--- src/rtl/count_tick_if.sv ---
// Control-side signal bundle between the count/tick generator and its neighbours.
interface count_tick_if #(
  parameter int unsigned DIV_W = 8
);
  logic             en;
  logic [DIV_W-1:0] div_val;
  logic             mode_raw;
  logic             tick;
  logic             dir;
  logic             dir_chg;
  logic [DIV_W-1:0] div_cnt;

  modport master (
    output en, div_val, mode_raw,
    input  tick, dir, dir_chg, div_cnt
  );

  modport slave (
    input  en, div_val, mode_raw,
    output tick, dir, dir_chg, div_cnt
  );
endinterface

--- src/rtl/count_tick_gen.sv ---
// Programmable count-enable strobe plus a debounced direction bit that only changes on tick
// boundaries, so the downstream counter never sees a direction change mid-period.
module count_tick_gen #(
  parameter int unsigned DIV_W      = 8,
  parameter int unsigned DEB_CYCLES = 4
) (
  input logic         clk,
  input logic         rst,
  count_tick_if.slave bus
);

  localparam int unsigned DebW = ($clog2(DEB_CYCLES + 1) < 1) ? 1 : $clog2(DEB_CYCLES + 1);
  localparam logic [DebW-1:0] DebMax = DebW'(DEB_CYCLES - 1);

  logic [DIV_W-1:0] div_cnt_q, div_cnt_d;
  logic             tick_q, tick_d;
  logic             s1_q, s2_q;
  logic             mode_db_q, mode_db_d;
  logic [DebW-1:0]  deb_cnt_q, deb_cnt_d;
  logic             dir_q, dir_d;
  logic             dir_chg_q, dir_chg_d;

  // Divider: >= compare so a lowered div_val wraps immediately instead of overflowing.
  always_comb begin
    div_cnt_d = div_cnt_q;
    tick_d    = 1'b0;
    if (bus.en) begin
      if (div_cnt_q >= bus.div_val) begin
        div_cnt_d = '0;
        tick_d    = 1'b1;
      end else begin
        div_cnt_d = div_cnt_q + DIV_W'(1);
      end
    end
  end

  always_comb begin
    mode_db_d = mode_db_q;
    deb_cnt_d = deb_cnt_q;
    if (s2_q == mode_db_q) begin
      deb_cnt_d = '0;
    end else if (deb_cnt_q == DebMax) begin
      mode_db_d = s2_q;
      deb_cnt_d = '0;
    end else begin
      deb_cnt_d = deb_cnt_q + DebW'(1);
    end
  end

  // Uses the pre-update mode_db, so a same-cycle debounce result waits for the next tick.
  always_comb begin
    dir_d     = dir_q;
    dir_chg_d = 1'b0;
    if (tick_q) begin
      dir_d     = mode_db_q;
      dir_chg_d = (mode_db_q != dir_q);
    end
  end

  always_ff @(posedge clk) begin
    if (rst) begin
      div_cnt_q <= '0;
      tick_q    <= 1'b0;
      s1_q      <= 1'b0;
      s2_q      <= 1'b0;
      mode_db_q <= 1'b0;
      deb_cnt_q <= '0;
      dir_q     <= 1'b0;
      dir_chg_q <= 1'b0;
    end else begin
      div_cnt_q <= div_cnt_d;
      tick_q    <= tick_d;
      s1_q      <= bus.mode_raw;
      s2_q      <= s1_q;
      mode_db_q <= mode_db_d;
      deb_cnt_q <= deb_cnt_d;
      dir_q     <= dir_d;
      dir_chg_q <= dir_chg_d;
    end
  end

  assign bus.tick    = tick_q;
  assign bus.dir     = dir_q;
  assign bus.dir_chg = dir_chg_q;
  assign bus.div_cnt = div_cnt_q;

endmodule

--- src/flat_wrapper.sv ---
// flat-port wrapper written by rule: the top's interface ports become plain ports
module count_tick_gen_flat 
#(
  parameter int unsigned DIV_W      = 8,
  parameter int unsigned DEB_CYCLES = 4
)
  (clk, rst, bus_en, bus_div_val, bus_mode_raw, bus_tick, bus_dir, bus_dir_chg, bus_div_cnt);
  count_tick_if #(.DIV_W(DIV_W)) bus_i ();
  input logic clk;
  input logic rst;
  input wire logic [$bits(bus_i.en)-1:0] bus_en;
  input wire logic [$bits(bus_i.div_val)-1:0] bus_div_val;
  input wire logic [$bits(bus_i.mode_raw)-1:0] bus_mode_raw;
  output wire logic [$bits(bus_i.tick)-1:0] bus_tick;
  output wire logic [$bits(bus_i.dir)-1:0] bus_dir;
  output wire logic [$bits(bus_i.dir_chg)-1:0] bus_dir_chg;
  output wire logic [$bits(bus_i.div_cnt)-1:0] bus_div_cnt;
  assign bus_i.en = bus_en;
  assign bus_i.div_val = bus_div_val;
  assign bus_i.mode_raw = bus_mode_raw;
  assign bus_tick = bus_i.tick;
  assign bus_dir = bus_i.dir;
  assign bus_dir_chg = bus_i.dir_chg;
  assign bus_div_cnt = bus_i.div_cnt;
  count_tick_gen #(.DIV_W(DIV_W), .DEB_CYCLES(DEB_CYCLES)) u_core (.clk(clk), .rst(rst), .bus(bus_i));
endmodule
--- config.mk ---
export PLATFORM = sky130hd
export DESIGN_NAME = count_tick_gen_flat
export DESIGN_NICKNAME = d
export VERILOG_FILES = /design/src/rtl/count_tick_if.sv /design/src/rtl/count_tick_gen.sv /design/src/flat_wrapper.sv
export SDC_FILE = /design/constraint.sdc
export NUM_CORES = 1
export LEC_CHECK = 0
export CAP_MARGIN = 25
export CORE_UTILIZATION = 35
export DETAILED_ROUTE_END_ITERATION = 8
export PLACE_DENSITY = 0.57
export SLEW_MARGIN = 5
export SYNTH_ARGS = -nofsm -noshare
export SYNTH_HDL_FRONTEND = slang
export SYNTH_SLANG_ARGS = --single-unit
--- constraint.sdc ---
create_clock -name clk -period 2.69 [get_ports clk]
set_input_delay 0.269 -clock clk [delete_from_list [all_inputs] [get_ports clk]]
set_output_delay 0.269 -clock clk [all_outputs]
set_load 0.005 [all_outputs]
# ---- Word-level counts from Yosys, hierarchy flattened
# Index checks and enable logic that the tools add are counted.
dict set report totals {
  reg_bits 17
  in_bits 12
}
dict set report classes {
  n_addsub 2
  magnitude_cmp 1
  eq_ne 3
  mux 2
  bitwise 3
  n_reduce_logical 4
}
# operator n
set op_table {}
lappend op_table {{adder 8 x 1 -> 8 bit, second input constant} 1}
lappend op_table {{>= comparator 8 bit} 1}
lappend op_table {{two-way mux 8 bit} 1}
lappend op_table {{OR reduction 2 bit} 2}
lappend op_table {{adder 3 x 1 -> 3 bit, second input constant} 1}
lappend op_table {{== test 3 x 2 -> 1 bit, second input constant} 1}
lappend op_table {{inverter 1 bit} 3}
lappend op_table {{OR reduction 3 bit} 1}
lappend op_table {{AND reduction 2 bit} 1}
lappend op_table {{== test 1 bit} 1}
lappend op_table {{two-way mux 1 bit} 1}
lappend op_table {{!= test 1 bit} 1}

# ---- Logic depth before layout (Yosys ltp)
dict set report depth {
  ltp_word 3
  ltp_mapped 6
}

# ---- Least setup slack after synthesis
# No wires, ideal clock.
dict set report synth_path {
  path_kind {register -> register}
  from {register u_core.div_cnt_q[0], in the netlist u_core.bus.div_cnt[0]}
  to {register u_core.tick_q, in the netlist u_core.bus.tick}
  arrival_ns 1.432
  t_required_ns 2.575
  setup_slack_ns 1.143
  path_stages_with_launch 7
  period_less_slack_ns 1.547
  path_cell_list {dfxtp_1 inv_1 ha_1 and3_1 o21ai_1 a31oi_4 o21ba_2}
}
dict set report synth_between {
  elab_chain_len 2
}
# item line_no
set synth_lines {}
lappend synth_lines {{start, declared} count_tick_gen.sv:15} ;# logic [DIV_W-1:0] div_cnt_q, div_cnt_d;
lappend synth_lines {{start signal, assigned} count_tick_gen.sv:71} ;# div_cnt_q <= div_cnt_d;
lappend synth_lines {{>= comparator 8 bit} count_tick_gen.sv:28} ;# if (div_cnt_q >= bus.div_val) begin
lappend synth_lines {{two-way mux 1 bit} count_tick_gen.sv:28}
lappend synth_lines {{end signal, assigned} count_tick_gen.sv:72} ;# tick_q <= tick_d;
lappend synth_lines {{end, declared} count_tick_gen.sv:16} ;# logic tick_q, tick_d;
# Every way passes these cells.
# A chain may end at the register's enable or synchronous reset.

# ---- Final worst setup path
dict set report layout_path {
  from {input port bus_div_val[1]}
  to {register u_core.div_cnt_q[2], in the netlist u_core.bus.div_cnt[2]}
}
dict set report layout_between {
  elab_chain_len 2
}
# item line_no
set layout_lines {}
lappend layout_lines {{start, declared} flat_wrapper.sv:12} ;# input wire logic [$bits(bus_i.div_val)-1:0] bus_div_val;
lappend layout_lines {{>= comparator 8 bit} count_tick_gen.sv:28}
lappend layout_lines {{two-way mux 8 bit} count_tick_gen.sv:28}
# Every way passes these cells.

==> results.md <==
- The final antenna diode count is 0.
- Cells fill 50.3% of the core in the end.
- Setup repair after global routing left no endpoint under its margin.
- In this run the deepest clock path goes through 2 buffers.
- For this design, the CTS-stage hold fixing added 0 buffers.
- The run finished with clean final reports.
- After clock tree synthesis, the clock-pin slew on the worst setup and hold paths is ~0.080 ns.
- For this run, global-route usage on met1 was measured as about 14%.
- The length of the first detailed-routing pass in iterations is 4.
- STA classifies the critical path endpoint as a flop.
- The count of yosys warnings during synthesis is 0.
- STA classifies the critical path startpoint as an input pin.
- The sink count of the clock tree is 17.
- After clock tree synthesis, the setup repair step added 0 buffers.
- Sequential elements use 38.5% of the synthesized area.
- The filler cell count in the final layout is 234.
- At the worst endpoint, the required time is 2.87 ns.
- Leaving out fill and tap cells, the most frequent cells in the layout are 22 x sky130_fd_sc_hd__clkdlybuf4s50_1, 17 x sky130_fd_sc_hd__dfxtp_1, 12 x sky130_fd_sc_hd__inv_1.
- The detailed router finished its first iteration with 7 violations.
- The share of power burned in the clock network is 29.4%.
- After synthesis, the share of cell area in mux cells is approximately 3.4%.
- The average detailed-routed wire length per instance is approximately 11 um.
- Summing all flip-flop and latch instances after layout gives approximately 340 um2.
- In the synthesized netlist the async set-or-reset flop fraction comes to 0%.
- The floorplan die width is around 52 um.
- Global routing consumed, over all layers together, between 10% and 20% of the routing resources.
- After floorplanning, the core was divided into 17 placement rows.
- The main combinational cell family by area after synthesis is simple AND/OR/NAND/NOR gates.
- The leakage power total is ~0.46 nW.
- Between clock sinks in the finished design, the worst skew comes to between 0.006 and 0.007 ns.
- The worst path uses approximately two thirds of the clock period.
- The worst setup path category is input pin to flop.
- The final antenna-violating net count is 0.
- The area of the multi-input gates is 488 um2.
- The number of antenna violations at the first check in global routing was 0.
- The clock buffer count from CTS is 3.
- The maximum level of the CTS H-tree is 1.
- The worst slew margin relative to its limit is about two thirds.
- The number of enable flip-flop cells after synthesis is 0.
- TritonCTS built the clock tree.
- Counting every instance in the synthesized netlist gives roughly 90.
- The fraction of synthesized cell area in xor and xnor cells is under 10%.
- The area fraction in compound gates after synthesis is between 6 and 7%.
- The detailed router placed 710 vias in this run.
- The via count of the first global-routing pass is 632.
- The most common flop cell mapped by yosys is sky130_fd_sc_hd__dfxtp_1.
- Post-CTS repair changed the size of 0 cells.
- The die covers ~2700 um2.
- The internal power of the cells totals ~0.35 mW.
- In this run the cell area of the synthesized design comes to 885 um2.
- After the last flow step, the layout net total stands at 140.
- In the global route stage, met3 resource usage came out at under 10%.
- The max-slew violation total from the final report is 0.
- The mean instance size in the synthesized netlist is a little under 10 um2.
- Including well taps, the total number of placed cells is 140.
- The area added between synthesis and finish is 30.6%.
- The root buffer cell chosen for the clock tree is sky130_fd_sc_hd__clkbuf_4.
- Counting flops and latches in the post-synthesis netlist gives 17.
- The first global-routing pass estimated roughly 2600 um of wire.
- The setup TNS is 0 ns.
- For this run, design rule violations remaining after detail routing come to 0.
- Of the total power, the share spent switching nets is 22.5%.
- The maximum number of pins on one net before global-route repair is 16.
- The share of total power dissipated in sequential elements is 58.6%.
- The ratio of total power to cell area is a little under 400 nW/um2.
- VDD sags by at most approximately 420 uV.
- Of the total synthesized cell area, the portion taken by full adders, half adders and majority gates is between 10% and 20%.
- Summed over all nets, the switching power comes to between 0.1 and 0.15 mW.
- Combinational logic is responsible for between 10% and 20% of the overall power.
- The slew at the pin with the worst max-slew slack is about 0.52 ns.
- Once layout is complete, the cells apart from fillers number around 140.
- The post-DP HPWL is 1270 um.
- The I/O pin total is 23.
- Of all nets on the critical path, the largest fanout is 9.
- For the finished layout, the period the worst path requires is ~1.8 ns.
- The vias per cell is 4.93.
- The net count after synthesis is 115.
- The total detailed-routing wirelength is 1580 um.
- The latest clock arrival within the worst-skew pair is a little under 0.3 ns.
- At the end of routability-driven placement, the weighted congestion stood at between 0.7 and 0.8.
- The endpoint arrival time on the critical path is 1.95 ns.
- The overall overflow remaining after global route is 0.
- The die is 52.3 um tall.
- The initial utilization of the core area, before any placement, comes to around two fifths.
- The total power consumption of the routed design is 0.448 mW.
- The layer with the highest usage after global routing is met2.
- The simple-gate area share of the yosys netlist is 20.4%.
- The final number of setup-violating endpoints is 0.
- Leaving out fill and tap cells, the most frequent cell in the layout is sky130_fd_sc_hd__clkdlybuf4s50_1.
- In the global route stage, met2 resource usage came out at ~23%.
- The fraction of final layout cells with drive strength greater than 1 is 6.90%.
- Input and output buffers added on the ports amount to 22.
- Max-cap violations in this run came to 0.
- The total area inside the core boundary comes to around 2300 um2.
- In this run the worst hold path is classified as flop to flop.
- Based on the critical path, the design can be clocked at up to 0.564 GHz.
- The unique cell type count in the Yosys netlist is 26.
- The hold violation count in the final report is 0.
[through the flow]
| step | hold WS (ns) | cell area [um2] | setup slack (ns) |
|---|---|---|---|
| floorplan | 0.341 | 885 | 1.14 |
| global placement | 0.410 | 1130 | 0.656 |
| detailed placement | 0.416 | 1130 | 0.619 |
| CTS | 0.429 | 1150 | 0.921 |
| global route | 0.442 | 1150 | 0.801 |
| finish | 0.423 | 1150 | 0.918 |
[critical path: stages]
cell	delay, ns
sky130_fd_sc_hd__clkdlybuf4s50_1	0.46
sky130_fd_sc_hd__inv_1	0.04
sky130_fd_sc_hd__ha_1	0.27
sky130_fd_sc_hd__nor2b_1	0.13
sky130_fd_sc_hd__o211ai_1	0.24
sky130_fd_sc_hd__a31oi_4	0.20
sky130_fd_sc_hd__nor4_1	0.34
[worst paths after layout]
check | start | slack [ns] | cells past startpoint | end
max reg2reg | u_core.bus.div_cnt[0] | 0.92 | 6 | u_core.bus.div_cnt[2]
max | bus_div_val[1] | 0.92 | 7 | u_core.bus.div_cnt[2]
min reg2reg | u_core.deb_cnt_q[0] | 0.42 | 1 | u_core.deb_cnt_q[0]
min | u_core.deb_cnt_q[0] | 0.42 | 1 | u_core.deb_cnt_q[0]
[kinds of logic (layout without fill, tap and decap cells)]
kind of cell,after synthesis,after routing
AND/OR/NAND/NOR,32,32
adder cells (fa/ha/maj),11,11
multiplexers,3,3
AO/OA/AOI/OAI,6,6
XOR/XNOR,9,9
buffers and inverters,14,38
flip-flops,17,17
[area by class of cell]
| class | instances | share of cell area, % |
|---|---|---|
| Clock buffer | 4 | 2.28 |
| Inverter | 12 | 3.90 |
| Tap cell | 28 | 3.03 |
| Sequential cell | 17 | 29.5 |
| Timing Repair Buffer | 22 | 19.1 |
| Multi-Input combinational cell | 61 | 42.3 |
[power groups by stage]
stage / Combinational [mW] / Clock [mW] / Sequential [mW]
floorplan: 0.0276 / 0 / 0.268
global placement: 0.0537 / 0 / 0.269
detailed placement: 0.0552 / 0 / 0.269
CTS: 0.0550 / 0.139 / 0.263
global route: 0.0607 / 0.152 / 0.264
finish: 0.0539 / 0.132 / 0.263
[cells in the mapped netlist, types with 2 or more instances]
master | number | area share, %
sky130_fd_sc_hd__inv_1 | 12 | 5.1
sky130_fd_sc_hd__nand2_1 | 5 | 2.1
sky130_fd_sc_hd__xnor2_1 | 6 | 5.9
sky130_fd_sc_hd__nand3_1 | 2 | 1.1
sky130_fd_sc_hd__nor4_1 | 7 | 5.0
sky130_fd_sc_hd__ha_1 | 11 | 16
sky130_fd_sc_hd__xor2_1 | 3 | 3.0
sky130_fd_sc_hd__nor2b_1 | 3 | 2.1
sky130_fd_sc_hd__nor2_1 | 7 | 3.0
sky130_fd_sc_hd__mux2i_1 | 3 | 3.4
sky130_fd_sc_hd__dfxtp_1 | 17 | 38
sky130_fd_sc_hd__and3_1 | 2 | 1.4
[sequential cells by signal, summed over array words and instances, names as in the netlist]
| name | count |
|---|---|
| u_core.deb_cnt_q | 3 |
| u_core.s2_q | 1 |
| u_core.mode_db_q | 1 |
| u_core.s1_q | 1 |
| u_core.bus.div_cnt | 8 |
| u_core.bus.dir | 1 |
| u_core.bus.tick | 1 |
| u_core.bus.dir_chg | 1 |
[layer usage]
metal / vias to the layer above / share of wire [%]
li1: 364 / -
met1: 331 / 44
met2: 13 / 51
met3: 2 / 4.5
met4: 0 / 0.63
met5: - / 0
No activity file was read; power rests on OpenSTA's default activity.
==> edit, RTL diff (same settings) <==
`DIV_W` is set to 8 in 3 places; all go to 9.
--- a/src/rtl/count_tick_if.sv
+++ b/src/rtl/count_tick_if.sv
@@ -1,5 +1,5 @@
 // Control-side signal bundle between the count/tick generator and its neighbours.
 interface count_tick_if #(
-  parameter int unsigned DIV_W = 8
+  parameter int unsigned DIV_W = 9
 );
   logic             en;
--- a/src/rtl/count_tick_gen.sv
+++ b/src/rtl/count_tick_gen.sv
@@ -2,5 +2,5 @@
 // boundaries, so the downstream counter never sees a direction change mid-period.
 module count_tick_gen #(
-  parameter int unsigned DIV_W      = 8,
+  parameter int unsigned DIV_W      = 9,
   parameter int unsigned DEB_CYCLES = 4
 ) (
--- a/src/flat_wrapper.sv
+++ b/src/flat_wrapper.sv
@@ -2,5 +2,5 @@
 module count_tick_gen_flat 
 #(
-  parameter int unsigned DIV_W      = 8,
+  parameter int unsigned DIV_W      = 9,
   parameter int unsigned DEB_CYCLES = 4
 )
Ports: changed (resized bus_div_cnt and bus_div_val); port bits go from 23 to 25. The function was not compared with the original's and may differ.
==> edit against the original RTL <==
Worst hold slack better by 0.0014 ns; design area grew 8.8%; total power rose by 2.9%; wire length increased by 22%; critical endpoint is now u_core.bus.div_cnt[7]; setup slack got worse by 0.13 ns; synthesized cell count increased by 24%; non-clock buffer count rose by 4; sequential cell count increased by 1; via count grew 20%; synthesized area rose by 7.9%.
==> edit: results (changes against the original RTL) <==
Run status
  • Run status: finished, final reports clean (unchanged)

Placement
  • Port Buf Inserts: 24 (was 22)
  • Final Wtd Congestion: 0.686 (was 0.740)
  • Detail Placement HPWL: 1480 µm (was 1270 µm)
  • DP Area: 1230 µm² (was 1130 µm²)

Layout
  • Utilization after layout: 49.8% (was 50.3%)
  • Signal buf overhead: 20.3% (was 19.1%)
  • Largest register FFs: 9 (was 8)
  • Sequential Area: 360 µm² (was 340 µm²)
  • Fill cells: 258 (was 234)
  • Multi-input combinational area share: 42.6% (was 42.3%)

Global route
  • Global Route Usage Sum: 15.6% (was 13.0%)
  • Number of global-route vias before repair: 751 (was 632)
  • First-pass GRT wire length: 3260 µm (was 2570 µm)

Pwr
  • P_sw: 0.107 mW (was 0.101 mW)
  • Power share of the combinational group: 11.8% (was 12.0%)
  • Seq pwr share: 59.5% (was 58.6%)

Synth
  • Count of cell types in the netlist: 25 (was 26)
  • Complex-gate fraction of the synthesized area: 10.6% (was 6.93%)
  • Syn_area_per_cell: 8.37 µm² (was 9.62 µm²)
  • Syn Nets: 139 (was 115)
  • Register area share after synthesis: 37.7% (was 38.5%)

Worst setup path
  • Crit path max-delay cell type: or4b_1 (was clkdlybuf4s50_1)
  • Arrival @ worst endpoint: 2.12 ns (was 1.95 ns)
  • Critical-path maximum fanout: 5 (was 9)

Clocking
  • CTS clk-pin slew, worst paths: 0.10 ns (was 0.08 ns)

Floorplan
  • Die area: 2940 µm² (was 2730 µm²)
-- edit: cell types whose count changed in the layout (fill, tap and decap cells not counted), moves of 3 or more --
cell     change
a21oi_1      +7
nand3_1      +9
a31oi_1      +4
nor4_1       -7
xnor2_1      -3
nor2_1       +5
nand2_1      +4
-- edit: metal layers --
metal | up-vias | part of all wire, % | track usage (%)
li1 | 447 | - | -
met1 | 388 | 47 | 19.1
met2 | 14 | 49 | 26.4
met3 | 2 | 3.8 | 5.00
met4 | 0 | 0.68 | 3.85
met5 | - | 0 | 0
-- edit: worst paths after layout --
check	start	endpoint	slack, ns	cells after the start
setup / recovery	u_core.bus.div_cnt[0]	u_core.bus.div_cnt[7]	0.79	7
hold reg to reg	u_core.deb_cnt_q[0]	u_core.deb_cnt_q[0]	0.42	1
setup reg to reg	u_core.bus.div_cnt[0]	u_core.bus.div_cnt[7]	0.79	7
hold / removal	u_core.deb_cnt_q[0]	u_core.deb_cnt_q[0]	0.42	1
